--- src/rtl/punc_mem_arbiter_pkg.sv ---
// Shared definitions for the two-port memory arbiter.
// Holds the FSM state encoding and the port-id constants used both by the
// arbiter top and by the round-robin picker.
package punc_mem_arbiter_pkg;

  typedef enum logic [1:0] {
    StIdle   = 2'd0,
    StAccess = 2'd1,
    StResp   = 2'd2
  } state_e;

  // Port ids double as bit positions in the picker's request vector.
  localparam logic PORT_C = 1'b0;
  localparam logic PORT_D = 1'b1;

endpackage

--- src/rtl/punc_rr_arb2.sv ---
// Two-way round-robin picker.
// Ports:
//   req    - request vector, bit PORT_C = CPU, bit PORT_D = debug
//   last   - port id served most recently
//   winner - port id to grant (PORT_C when nobody requests; caller qualifies)
module punc_rr_arb2
  import punc_mem_arbiter_pkg::*;
(
  input  logic [1:0] req,
  input  logic       last,
  output logic       winner
);

  always_comb begin
    winner = PORT_C;
    case (req)
      2'b01:   winner = PORT_C;
      2'b10:   winner = PORT_D;
      // Tie: the port not served last goes first.
      2'b11:   winner = (last == PORT_C) ? PORT_D : PORT_C;
      default: winner = PORT_C;
    endcase
  end

endmodule

--- src/rtl/punc_mem_arbiter.sv ---
// Arbitrates a CPU port and a debug/loader port onto one synchronous-read
// memory. Each transaction takes three cycles: grant (IDLE), memory strobe
// (ACCESS), completion with read data (RESP).
// Ports:
//   clk, rst                         - clock, async active-low reset
//   c_req/c_we/c_addr/c_wdata        - CPU request side
//   c_gnt/c_done/c_rdata             - CPU grant, completion, read data
//   d_req/d_we/d_addr/d_wdata        - debug request side
//   d_gnt/d_done/d_rdata             - debug grant, completion, read data
//   mem_en/mem_we/mem_addr/mem_wdata - memory strobe, write, address, data
//   mem_rdata                        - memory read data (one cycle after strobe)
module punc_mem_arbiter
  import punc_mem_arbiter_pkg::*;
#(
  parameter int unsigned ADDR_W = 16,
  parameter int unsigned DATA_W = 16
) (
  input  logic              clk,
  input  logic              rst,
  input  logic              c_req,
  input  logic              c_we,
  input  logic [ADDR_W-1:0] c_addr,
  input  logic [DATA_W-1:0] c_wdata,
  output logic              c_gnt,
  output logic              c_done,
  output logic [DATA_W-1:0] c_rdata,
  input  logic              d_req,
  input  logic              d_we,
  input  logic [ADDR_W-1:0] d_addr,
  input  logic [DATA_W-1:0] d_wdata,
  output logic              d_gnt,
  output logic              d_done,
  output logic [DATA_W-1:0] d_rdata,
  output logic              mem_en,
  output logic              mem_we,
  output logic [ADDR_W-1:0] mem_addr,
  output logic [DATA_W-1:0] mem_wdata,
  input  logic [DATA_W-1:0] mem_rdata
);

  state_e            state_q, state_d;
  logic              owner_q;
  logic              last_q;
  logic              we_q;
  logic [ADDR_W-1:0] addr_q;
  logic [DATA_W-1:0] wdata_q;

  logic winner;
  logic grant;

  punc_rr_arb2 u_rr (
    .req    ({d_req, c_req}),
    .last   (last_q),
    .winner (winner)
  );

  // rst gates the grant so every output reads 0 while reset is held.
  assign grant = (state_q == StIdle) && (c_req || d_req) && rst;

  always_ff @(posedge clk or negedge rst) begin
    if (!rst) begin
      state_q <= StIdle;
      owner_q <= PORT_C;
      last_q  <= PORT_D;
      we_q    <= 1'b0;
      addr_q  <= '0;
      wdata_q <= '0;
    end else begin
      state_q <= state_d;
      if (grant) begin
        owner_q <= winner;
        last_q  <= winner;
        we_q    <= (winner == PORT_D) ? d_we    : c_we;
        addr_q  <= (winner == PORT_D) ? d_addr  : c_addr;
        wdata_q <= (winner == PORT_D) ? d_wdata : c_wdata;
      end
    end
  end

  always_comb begin
    state_d = state_q;
    c_gnt   = 1'b0;
    d_gnt   = 1'b0;
    c_done  = 1'b0;
    d_done  = 1'b0;
    c_rdata = '0;
    d_rdata = '0;
    mem_en  = 1'b0;
    mem_we  = 1'b0;
    case (state_q)
      StIdle: begin
        if (grant) begin
          state_d = StAccess;
          c_gnt   = (winner == PORT_C);
          d_gnt   = (winner == PORT_D);
        end
      end
      StAccess: begin
        state_d = StResp;
        mem_en  = 1'b1;
        mem_we  = we_q;
      end
      StResp: begin
        state_d = StIdle;
        if (owner_q == PORT_C) begin
          c_done  = 1'b1;
          c_rdata = we_q ? '0 : mem_rdata;
        end else begin
          d_done  = 1'b1;
          d_rdata = we_q ? '0 : mem_rdata;
        end
      end
      default: state_d = StIdle;
    endcase
  end

  assign mem_addr  = addr_q;
  assign mem_wdata = wdata_q;

endmodule

--- config.mk ---
export PLATFORM = sky130hd
export DESIGN_NAME = punc_mem_arbiter
export DESIGN_NICKNAME = d
export VERILOG_FILES = /design/src/rtl/punc_mem_arbiter_pkg.sv /design/src/rtl/punc_rr_arb2.sv /design/src/rtl/punc_mem_arbiter.sv
export SDC_FILE = /design/constraint.sdc
export NUM_CORES = 1
export LEC_CHECK = 0
export BUFFER_PORTS_ARGS = -buffer_cell sky130_fd_sc_hd__buf_2
export CAP_MARGIN = 5
export CORE_UTILIZATION = 44
export DETAILED_ROUTE_END_ITERATION = 10
export HOLD_SLACK_MARGIN = 0.1
export PLACE_DENSITY_LB_ADDON = 0.12
export SYNTH_ARGS = -nofsm -noshare
export SYNTH_HDL_FRONTEND = slang
export SYNTH_SLANG_ARGS = --single-unit
--- constraint.sdc ---
create_clock -name clk -period 3.6 [get_ports clk]
set_input_delay 0.9 -clock clk [delete_from_list [all_inputs] [get_ports clk]]
set_output_delay 0.9 -clock clk [all_outputs]
set_load 0.01 [all_outputs]
Yosys cells after proc, flatten, opt, wreduce, memory -nomap -nowiden. Index checks and enable logic that the tools add are counted. W data, S select, Z words.

Register bits: 37. Bits of input ports: 86. Output and inout port bits: 70.

Eq/ne operators: 5. Muxes and demuxes: 22. Bitwise operators: 1. Reduce and logical (&&, ||, !) cells: 4.

Operator list (number): $mux W16 (7); $mux W1 (12); $eq A2 B2 Y1 const B (3); $pmux W2 S2 (1); $eq A2 B1 Y1 const B (1); $logic_and A1 B1 Y1 (2); $logic_not A2 Y1 (1); $mux W2 (1); $ne A2 B2 Y1 const B (1); $pmux W1 S2 (1); $logic_or A1 B1 Y1 (1); $not A1 Y1 (1).

Logic depth before layout (Yosys ltp). Gate-level depths: netlist of the first run.

Depth after elaboration: 5. Depth in mapped cells: 6. Depth with buffers taken out: 4.

By module. Synthesis of the first run repeated with hierarchy kept, for this count alone.

Cells, all modules: 177. Area total of the unflattened synthesis: 2173.3 um^2.

Modules (own cells, without submodules): punc_mem_arbiter (instances 1, cells each 176, area an instance 2162.1 um^2); punc_rr_arb2 (instances 1, cells each 1, area an instance 11.3 um^2).

Worst setup path after synthesis of the first run. No wires, ideal clock.

Kind: input -> output. Start: input d_req. End: output c_gnt. Arrival time: 1.648 ns. Path slack: 1.052 ns. Cell stages on the path: 5. Path buffers: 2. Path through: nor2b_1 -> buf_2 -> buf_2 -> nand3b_1 -> inv_1.

Longest elaborated chain between the ends: 5. Elaborated cells on any way between the ends: 9.

RTL lines: start: declaration (line punc_mem_arbiter.sv:27) `input logic d_req,`; $eq A2 B2 Y1 / $logic_or A1 B1 Y1 (equally long branches) (line punc_rr_arb2.sv:16, punc_mem_arbiter.sv:58); $pmux W1 S2 / $logic_and A1 B1 Y1 (equally long branches) (line punc_rr_arb2.sv:16, punc_mem_arbiter.sv:58); $not A1 Y1 / $logic_and A1 B1 Y1 (equally long branches) (line punc_mem_arbiter.sv:94, punc_mem_arbiter.sv:58); $mux W1 * (line punc_mem_arbiter.sv:92) `if (grant) begin`; $mux W1 * (line punc_mem_arbiter.sv:90) `case (state_q)`; end: declaration (line punc_mem_arbiter.sv:24) `output logic c_gnt,`.

Every way passes the cells marked *; elsewhere a longest branch is shown, timed or not.

Final worst setup path of the first run.
Start: register state_q[1]. End: output c_rdata[11].

Longest elaborated chain between the ends: 2.

RTL lines: start: declaration (line punc_mem_arbiter.sv:41) `state_e state_q, state_d;`; start signal: assignment (line punc_mem_arbiter.sv:62) `state_q <= StIdle;`; start signal: assignment (line punc_mem_arbiter.sv:69) `state_q <= state_d;`; $eq A2 B2 Y1 (line punc_mem_arbiter.sv:90); $mux W16 (line punc_mem_arbiter.sv:90); end: declaration (line punc_mem_arbiter.sv:26) `output logic [DATA_W-1:0] c_rdata,`.

Every way passes these cells.

==> results of run 1 <==
-- worst paths after layout --
| check | startpoint | end | slack, ps | cells past startpoint |
|---|---|---|---|---|
| worst max-delay path | state_q[1] | c_rdata[11] | 950 | 3 |
| worst min-delay path | mem_wdata[5] | mem_wdata[5] | 510 | 1 |
| worst max register to register | state_q[1] | mem_wdata[14] | 1820 | 4 |
| worst min register to register | mem_wdata[5] | mem_wdata[5] | 510 | 1 |
| max in group asynchronous | rst | last_q | 2570 | 2 |
| min in group asynchronous | rst | mem_addr[3] | 680 | 2 |
-- cell usage in the layout (no fill, tap or decap), types with 2 or more instances in the layout --
cell	count
nand2_1	34
clkbuf_8	5
buf_2	155
nor3_2	30
clkbuf_1	2
inv_1	4
a221o_1	33
nor3_1	3
nand3b_1	2
buf_4	6
nor2b_1	2
nand2b_1	16
nor2_1	32
dfrtp_1	36
o21a_1	2
-- per-layer routing --
metal	part of all wire	up-vias
met4	0.0040	0
met1	0.43	1034
met3	0.069	2
met2	0.49	110
li1	-	1084
met5	0	-
-- worst reg2reg max path: cells and delay by family, from the launching register on --
kind | cells | cell delay (ps)
DFF | 1 | 460
buffers and inverters | 1 | 360
AOI/OAI and AO/OA | 1 | 240
and+or+nand+nor | 2 | 660
-- flip-flops by register name, summed over array words and instances, names as in the netlist --
signal and flops:
mem_addr 16, mem_wdata 16, state_q 2, last_q 1
owner_q 1, we_q 1
-- cell type report --
| class | instances | area (sq um) |
|---|---|---|
| clock buffers | 7 | 76.3 |
| clock inverters | 1 | 5.00 |
| fillers | 441 | 1730 |
| inverters | 4 | 15.0 |
| multi-input cells | 161 | 1100 |
| flip-flops and latches | 37 | 927 |
| well taps | 67 | 83.8 |
| repair buffers | 161 | 821 |
-- kinds of logic after synthesis --
family          after synthesis  share of synthesized area
compound gates               36                      0.160
buf+inv                      27                     0.0762
simple gates                125                      0.339
flops                        37                      0.425
-- metrics by stage --
step	util	area, sq um
final	0.637	3030
after global routing	0.637	3030
after CTS	0.637	3030
after detailed placement	0.620	2950
after global placement	0.620	2950
after floorplan	-	2180
-- power breakdown --
part / internal (uW) / switching, uW
Sequential: 529 / 80.7
Clock: 136 / 137
Combinational: 250 / 270
Total: 914 / 488
==> results.yml, run 1 <==
run_status:
  status: "finished clean"
placed_design:
  placed_cells: 430
  hpwlAfterDp_um: 4580
  place.gp.congestion: 0.811
  dp_slack_ps: 924
  io_buffer_count: 155
timing:
  rsz0062_at_grt: "false"
  finalHoldViolations: 0
  tns_ps: 0
  final-setup-viol-count: 0
  slew_violations: 0
  min_period_over_period: 0.736
  worst_pin_slew_ps: 599
  min_period_ps: 2650
  slew_headroom: 0.600
  fin_hold_ws_ps: 509
  fmax_mhz: 377
  layout_setup_ws_ps: 951
  fin_skew_ps: 7.02
cts:
  h-tree-depth: 2
  numCtsBuffers: 5
  path_clk_slew_ps: 70
  clockBufferDepth: 2
  clkLatencyLatePin_ps: 280
  cts_hold_buffers: 0
  clock-root-buffer: "clkbuf_8"
  cts_setup_buffers: 0
  post_cts_resized: 0
  cts_tree: "built"
  cts.sinks: 37
logic_synthesis:
  ys.flop_type: "dfrtp_1"
  netlist_top_cells_area: "dfrtp_1 (41%), a221o_1 (15%), nor3_2 (14%), nand2_1 (5.8%), nor2_1 (5.5%)"
  ys_warn_count: 0
  syn_area_per_cell_sq_um: 9.70
  synth_edf_count: 0
  async_reset_ff_frac: 1.00
  synth.most_common_cell: "dfrtp_1"
  syn_inst: 225
  ys_ff_latch: 37
  synthesis.nets: 311
  synth_top_area_frac: 0.413
  ys_types: 21
  synthesis.area_sq_um: 2180
  ys_seq_area_frac: 0.425
  yosys.area.top_type: "dfrtp_1"
  synth_common_cells: "dfrtp_1 (36), nand2_1 (34), a221o_1 (33), nor2_1 (32), nor3_2 (30)"
layout:
  layout-drive-gt1-share: 0.544
  stdcell_count: 438
  syn_to_final_growth_pct: 38.7
  nNetsFinal: 456
  num_antenna_cells: 0
flow_run:
  max_cap_violations: 0
power:
  ir_worst_vdd_uv: 216
  power.leakage_uw: 0.00162
  powerDensity_nw_per_um2: 463
  p_total_uw: 1400
global_routing:
  grt_max_degree: 39
  use_met3: 0.0583
  grt_pass1_vias: 1975
  antenna_found_initial: 0
  grt_pass1_wl_um: 9640
  top_usage_layer: "met2"
  grt_util_met2: 0.397
  grt_usage: 0.239
  grt-ovfl-total: 0
  met1_usage: 0.321
die:
  dieArea_sq_um: 5250
  die_h_um: 72.4
  rows: 25
  pin_count: 156
  start_util: 0.459
  die_x_um: 72.4
  fp.coreArea_sq_um: 4750
drt:
  dr.first_iter.drc_count: 157
  post_drt_wl_per_cell_um: 14.7
  ant_nets: 0
  first_pass_iters: 4
  routed_wl_um: 6430
  viasPerCell: 5.09
  drc: 0
  via_count: 2230
worst_setup_path:
  cp.required_ps: 2700
  cp_slowest_cell: "or3b_1"
  path_max_fanout: 17
  path_cells: "or3b_1 -> nor2_1 -> buf_2"
  cp-end-kind: "primary output"
  max_stage_delay_ps: 630
  startpoint_type: "register"
  critPathBufInv: 1
  path_class: "reg -> out"
  cp.arrival_ps: 1750
  critPathTopFamily: "simple AND/OR/NAND/NOR gates"
hold_path:
  hp-class: "reg -> reg"
No activity file was read; power rests on OpenSTA's default activity.
==> run 2, diff against run 1 <==
--- a/config.mk
+++ b/config.mk
@@ -5,9 +5,10 @@
 export SDC_FILE = /design/constraint.sdc
 export NUM_CORES = 1
 export LEC_CHECK = 0
+export ABC_AREA = 1
 export BUFFER_PORTS_ARGS = -buffer_cell sky130_fd_sc_hd__buf_2
 export CAP_MARGIN = 5
-export CORE_UTILIZATION = 44
+export CORE_UTILIZATION = 41
 export DETAILED_ROUTE_END_ITERATION = 10
 export HOLD_SLACK_MARGIN = 0.1
 export PLACE_DENSITY_LB_ADDON = 0.12
==> constraint.sdc (replaced) <==
create_clock -name clk -period 2.5 [get_ports clk]
set_input_delay 0.625 -clock clk [delete_from_list [all_inputs] [get_ports clk]]
set_output_delay 0.625 -clock clk [all_outputs]
set_load 0.01 [all_outputs]
==> results.yml, run 2 <==
run_status:
  status: "finished clean"
placed_design:
  placed_cells: 542
  hpwlAfterDp_um: 4410
  place.gp.congestion: 0.705
  io_buffer_count: 155
worst_setup_path:
  path_class: "reg -> out"
  cp_slowest_cell: "clkinv_1"
  critPathBufInv: 2
  cp.required_ps: 1880
  max_stage_delay_ps: 380
  path_max_fanout: 17
  path_cells: "clkinv_1 -> nand2_1 -> nor2_1 -> buf_2"
  cp.arrival_ps: 1470
  critPathTopFamily: "buffers and inverters"
  startpoint_type: "register"
  cp-end-kind: "primary output"
logic_synthesis:
  synthesis.area_sq_um: 2210
  synth_top_area_frac: 0.408
  syn_area_per_cell_sq_um: 6.69
  async_reset_ff_frac: 1.00
  ys_types: 19
  netlist_top_cells_area: "dfrtp_1 (41%), nand2_1 (31%), nand3_1 (7.5%), nor2_1 (5.9%), buf_6 (4.6%)"
  ys_warn_count: 0
  synthesis.nets: 416
  ys_ff_latch: 37
  synth.most_common_cell: "nand2_1"
  ys_seq_area_frac: 0.420
  synth_edf_count: 0
  syn_inst: 330
  synth_common_cells: "nand2_1 (182), dfrtp_1 (36), nor2_1 (35), nand3_1 (33), buf_6 (9)"
  ys.flop_type: "dfrtp_1"
  yosys.area.top_type: "dfrtp_1"
die:
  fp.coreArea_sq_um: 5140
  die_x_um: 75.4
  die_h_um: 75.4
  dieArea_sq_um: 5680
  pin_count: 156
  rows: 26
  start_util: 0.430
drt:
  ant_nets: 0
  first_pass_iters: 4
  routed_wl_um: 6040
  drc: 0
  via_count: 2492
  viasPerCell: 4.53
  post_drt_wl_per_cell_um: 11.0
  dr.first_iter.drc_count: 113
timing:
  fmax_mhz: 477
  fin_skew_ps: 8.04
  slew_headroom: 0.697
  worst_pin_slew_ps: 452
  finalHoldViolations: 0
  min_period_over_period: 0.838
  min_period_ps: 2100
  final-setup-viol-count: 0
  slew_violations: 0
  tns_ps: 0
  rsz0062_at_grt: "false"
hold_path:
  hp-class: "in -> async"
power:
  ir_worst_vdd_uv: 393
  powerDensity_nw_per_um2: 648
  power.leakage_uw: 0.00199
global_routing:
  top_usage_layer: "met2"
  grt-ovfl-total: 0
  use_met3: 0.0397
  antenna_found_initial: 0
  met1_usage: 0.265
  grt_pass1_vias: 2154
  grt_pass1_wl_um: 9400
  grt_util_met2: 0.385
  grt_usage: 0.217
  grt_max_degree: 36
cts:
  clkLatencyLatePin_ps: 280
  cts_setup_buffers: 0
  cts.sinks: 37
  post_cts_resized: 0
  h-tree-depth: 2
  clockBufferDepth: 2
  cts_hold_buffers: 0
  cts_tree: "built"
  path_clk_slew_ps: 70
  clock-root-buffer: "clkbuf_8"
  numCtsBuffers: 5
layout:
  syn_to_final_growth_pct: 38.6
  fin_util: 0.595
  nNetsFinal: 565
  num_antenna_cells: 0
  final_common_cell: "nand2_1"
  layout-drive-gt1-share: 0.385
  n_fill_cell: 531
  register_area_sq_um: 927
  stdcell_count: 550
  final_cell_mix: "nand2_1 (182), buf_2 (155), dfrtp_1 (36), nor2_1 (35), nand3_1 (33)"
  multi_input_area_sq_um: 1090
flow_run:
  max_cap_violations: 0
==> run 2: cell types whose count changed after synthesis, moves of 5 or more <==
cell | before | now
nand2_2 | 0 | 8
nand2b_1 | 16 | 0
a221o_1 | 33 | 0
nor3_2 | 30 | 0
clkbuf_1 | 8 | 3
nand3_1 | 0 | 33
nand2_1 | 34 | 182
==> run 2: layout make-up <==
cell class              instances  share of cell area
multi-input cells             265               0.358
flip-flops and latches         37               0.303
repair buffers                161               0.268
well taps                      70              0.0286
clock buffers                   6              0.0270
inverters                       9              0.0110
clock inverters                 2             0.00450
==> run 2: logic make-up after synthesis <==
family,synth area share
AND/OR/NAND/NOR,0.493
flip-flops,0.420
buffers and inverters,0.0844
AO/OA/AOI/OAI,0.00226
==> run 2: final timing paths <==
check,startpoint,to,depth (start not counted),slack [ps]
min in group clk,last_q,last_q,2,470
setup / recovery,we_q,c_rdata[7],4,400
max in group asynchronous,rst,mem_wdata[1],2,1680
hold reg to reg,last_q,last_q,2,470
hold / removal,rst,we_q,1,170
setup reg to reg,state_q[1],mem_wdata[12],6,1120
==> run 2: worst register-to-register path, delay by kind of cell (launching register included) <==
family,cells,cell delay (ps)
AND/OR/NAND/NOR,4,470
flip-flops,1,450
buffers and inverters,2,410
==> run 2: layer usage <==
metal / wire length, um / vias to the layer above / part of all wire
met5: 0 / - / 0
li1: - / 1300 / -
met4: 78 / 0 / 0.013
met3: 404 / 8 / 0.067
met2: 2880 / 95 / 0.48
met1: 2680 / 1089 / 0.44
==> run 2: report_power, final <==
group / leakage, uW / switching, uW / internal (uW)
registers: 0.000462 / 81.3 / 747
logic: 0.00148 / 441 / 288
clock network: 0.0000512 / 204 / 223
==> run 2: per-stage QoR <==
step	setup WS, ps	power (uW)	area [sq um]	hold slack (ps)
detailed placement	520	1580	2960	459
floorplan	589	1280	2210	329
CTS	374	2010	3060	165
finish	404	1980	3060	172
global placement	533	1560	2960	456
global route	233	2160	3060	151
==> run 3, diff against run 2 <==
--- a/config.mk
+++ b/config.mk
@@ -8,7 +8,7 @@
 export ABC_AREA = 1
 export BUFFER_PORTS_ARGS = -buffer_cell sky130_fd_sc_hd__buf_2
 export CAP_MARGIN = 5
-export CORE_UTILIZATION = 41
+export CORE_UTILIZATION = 37
 export DETAILED_ROUTE_END_ITERATION = 10
 export HOLD_SLACK_MARGIN = 0.1
 export PLACE_DENSITY_LB_ADDON = 0.12
==> constraint.sdc (replaced) <==
create_clock -name clk -period 1.7 [get_ports clk]
set_input_delay 0.425 -clock clk [delete_from_list [all_inputs] [get_ports clk]]
set_output_delay 0.425 -clock clk [all_outputs]
set_load 0.01 [all_outputs]
==> results.yml, run 3 (same netlist as run 2, synthesis figures left out) <==
run_status:
  status: "complete, but fails checks"
  violations: "negative setup slack"
hold_path:
  hp-class: "in -> async"
global_routing:
  grt-ovfl-total: 0
  grt_max_degree: 37
  grt_pass1_wl_um: 11000
  grt_pass1_vias: 2472
  antenna_found_initial: 1
  grt_usage: 0.226
worst_setup_path:
  cp-end-kind: "primary output"
  max_stage_delay_ps: 410
  path_cells: "inv_2 -> nor2_4 -> buf_6 -> nand2_4 -> nor2_2 -> buf_2"
  path_max_fanout: 5
  cp_slowest_cell: "dfrtp_2"
  critPathBufInv: 3
  cp.required_ps: 1270
  cp.arrival_ps: 1370
  r2r_start: "last_q"
  critPathTopFamily: "flip-flops"
  startpoint_type: "register"
  crit_path_start: "state_q[1]"
  path_class: "reg -> out"
cts:
  numCtsBuffers: 5
  cts.sinks: 37
  path_clk_slew_ps: 70
  clock-root-buffer: "clkbuf_8"
  h-tree-depth: 2
  clockBufferDepth: 2
  clkLatencyLatePin_ps: 280
  cts_tree: "built"
timing:
  final-setup-viol-count: 34
  fmax_mhz: 558
  min_period_ps: 1790
  min_period_over_period: 1.06
  rsz0062_at_grt: "true"
  fin_skew_ps: 4.13
  worst_pin_slew_ps: 450
  slew_headroom: 0.700
  slew_violations: 0
  layout_setup_ws_ps: -93.6
  finalHoldViolations: 0
placed_design:
  hpwlAfterDp_um: 4650
  io_buffer_count: 155
  dp_slack_ps: 88.6
  place.gp.congestion: 0.708
  placed_cells: 546
layout:
  nNetsFinal: 576
  final_cell_mix: "nand2_1 (180), buf_2 (151), nand3_1 (33), dfrtp_1 (33), nor2_2 (18)"
  final_common_cell: "nand2_1"
  syn_to_final_growth_pct: 49.5
  layout-drive-gt1-share: 0.459
  stdcell_count: 562
  num_antenna_cells: 0
drt:
  dr.first_iter.drc_count: 80
  post_drt_wl_per_cell_um: 12.0
  first_pass_iters: 4
  drc: 0
  via_count: 2579
  ant_nets: 0
  viasPerCell: 4.59
  routed_wl_um: 6750
power:
  power.leakage_uw: 0.00203
  pwr-share-seq: 0.404
  p_total_uw: 3060
  ir_worst_vdd_uv: 424
  combinationalPowerShare: 0.398
  powerDensity_nw_per_um2: 928
  clkPwrFrac: 0.198
  p_int_uw: 1910
  sw_frac_of_total: 0.376
  p_switching_uw: 1150
die:
  fp.coreArea_sq_um: 5640
  die_x_um: 79.3
  rows: 27
  dieArea_sq_um: 6280
  start_util: 0.391
  die_h_um: 79.3
  pin_count: 156
flow_run:
  max_cap_violations: 0
[run 3: final timing paths]
kind                       slack (ps)       endpoint  cells after the start
max in group asynchronous        1080     state_q[0]                      2
max reg2reg                       250  mem_wdata[13]                      8
min reg2reg                       470  mem_wdata[11]                      2
max                               -90     c_rdata[1]                      6
min                               140         last_q                      1
min in group clk                  430    mem_addr[3]                      5
[run 3: area by class of cell]
cell class	instances	area [sq um]
clock buffer	7	86.3
multi-input combinational	268	1240
sequential	37	931
fill	566	2340
inverter	9	33.8
timing repair buffer	169	917
tap	72	90.1
[run 3: per-stage QoR]
| step | TNS, ps | utilization | hold slack, ps | instance area [sq um] |
|---|---|---|---|---|
| 6_report | -1900 | 0.585 | 143 | 3300 |
| 5_1_grt | -4100 | 0.585 | 129 | 3300 |
| 4_1_cts | -1130 | 0.563 | 130 | 3170 |
| 3_5_place_dp | 0 | 0.528 | 434 | 2980 |
| 3_3_place_gp | 0 | 0.528 | 430 | 2980 |
| 2_1_floorplan | 0 | - | 129 | 2210 |
[run 3: what timing repair did]
item	CTS	global route
cloned	3	0
setup buffers	4	2
endpoints found under the hold margin	0	0
hold buffers	0	0
pin swaps	7	7
endpoints found under the setup margin	36	37
resized for setup	18	31
[run 3: worst reg2reg max path: cells and delay by family, from the launching register on]
family,cells,cell delay (ps)
buf+inv,2,410
simple gates,6,440
flops,1,540
[run 3: layer usage]
layer | vias up | wire length (um) | global-route usage
met2 | 91 | 3430 | 0.420
li1 | 1330 | - | -
met4 | 2 | 16 | 0.0418
met5 | - | 12 | 0
met1 | 1152 | 2840 | 0.261
met3 | 4 | 455 | 0.0552
[run 3: power by group through the flow]
stage / combinational (uW) / sequential (uW) / clock [uW]
2_1_floorplan: 561 / 1320 / 0
3_3_place_gp: 1090 / 1220 / 0
3_5_place_dp: 1120 / 1230 / 0
4_1_cts: 1170 / 1230 / 630
5_1_grt: 1370 / 1260 / 669
6_report: 1220 / 1240 / 606
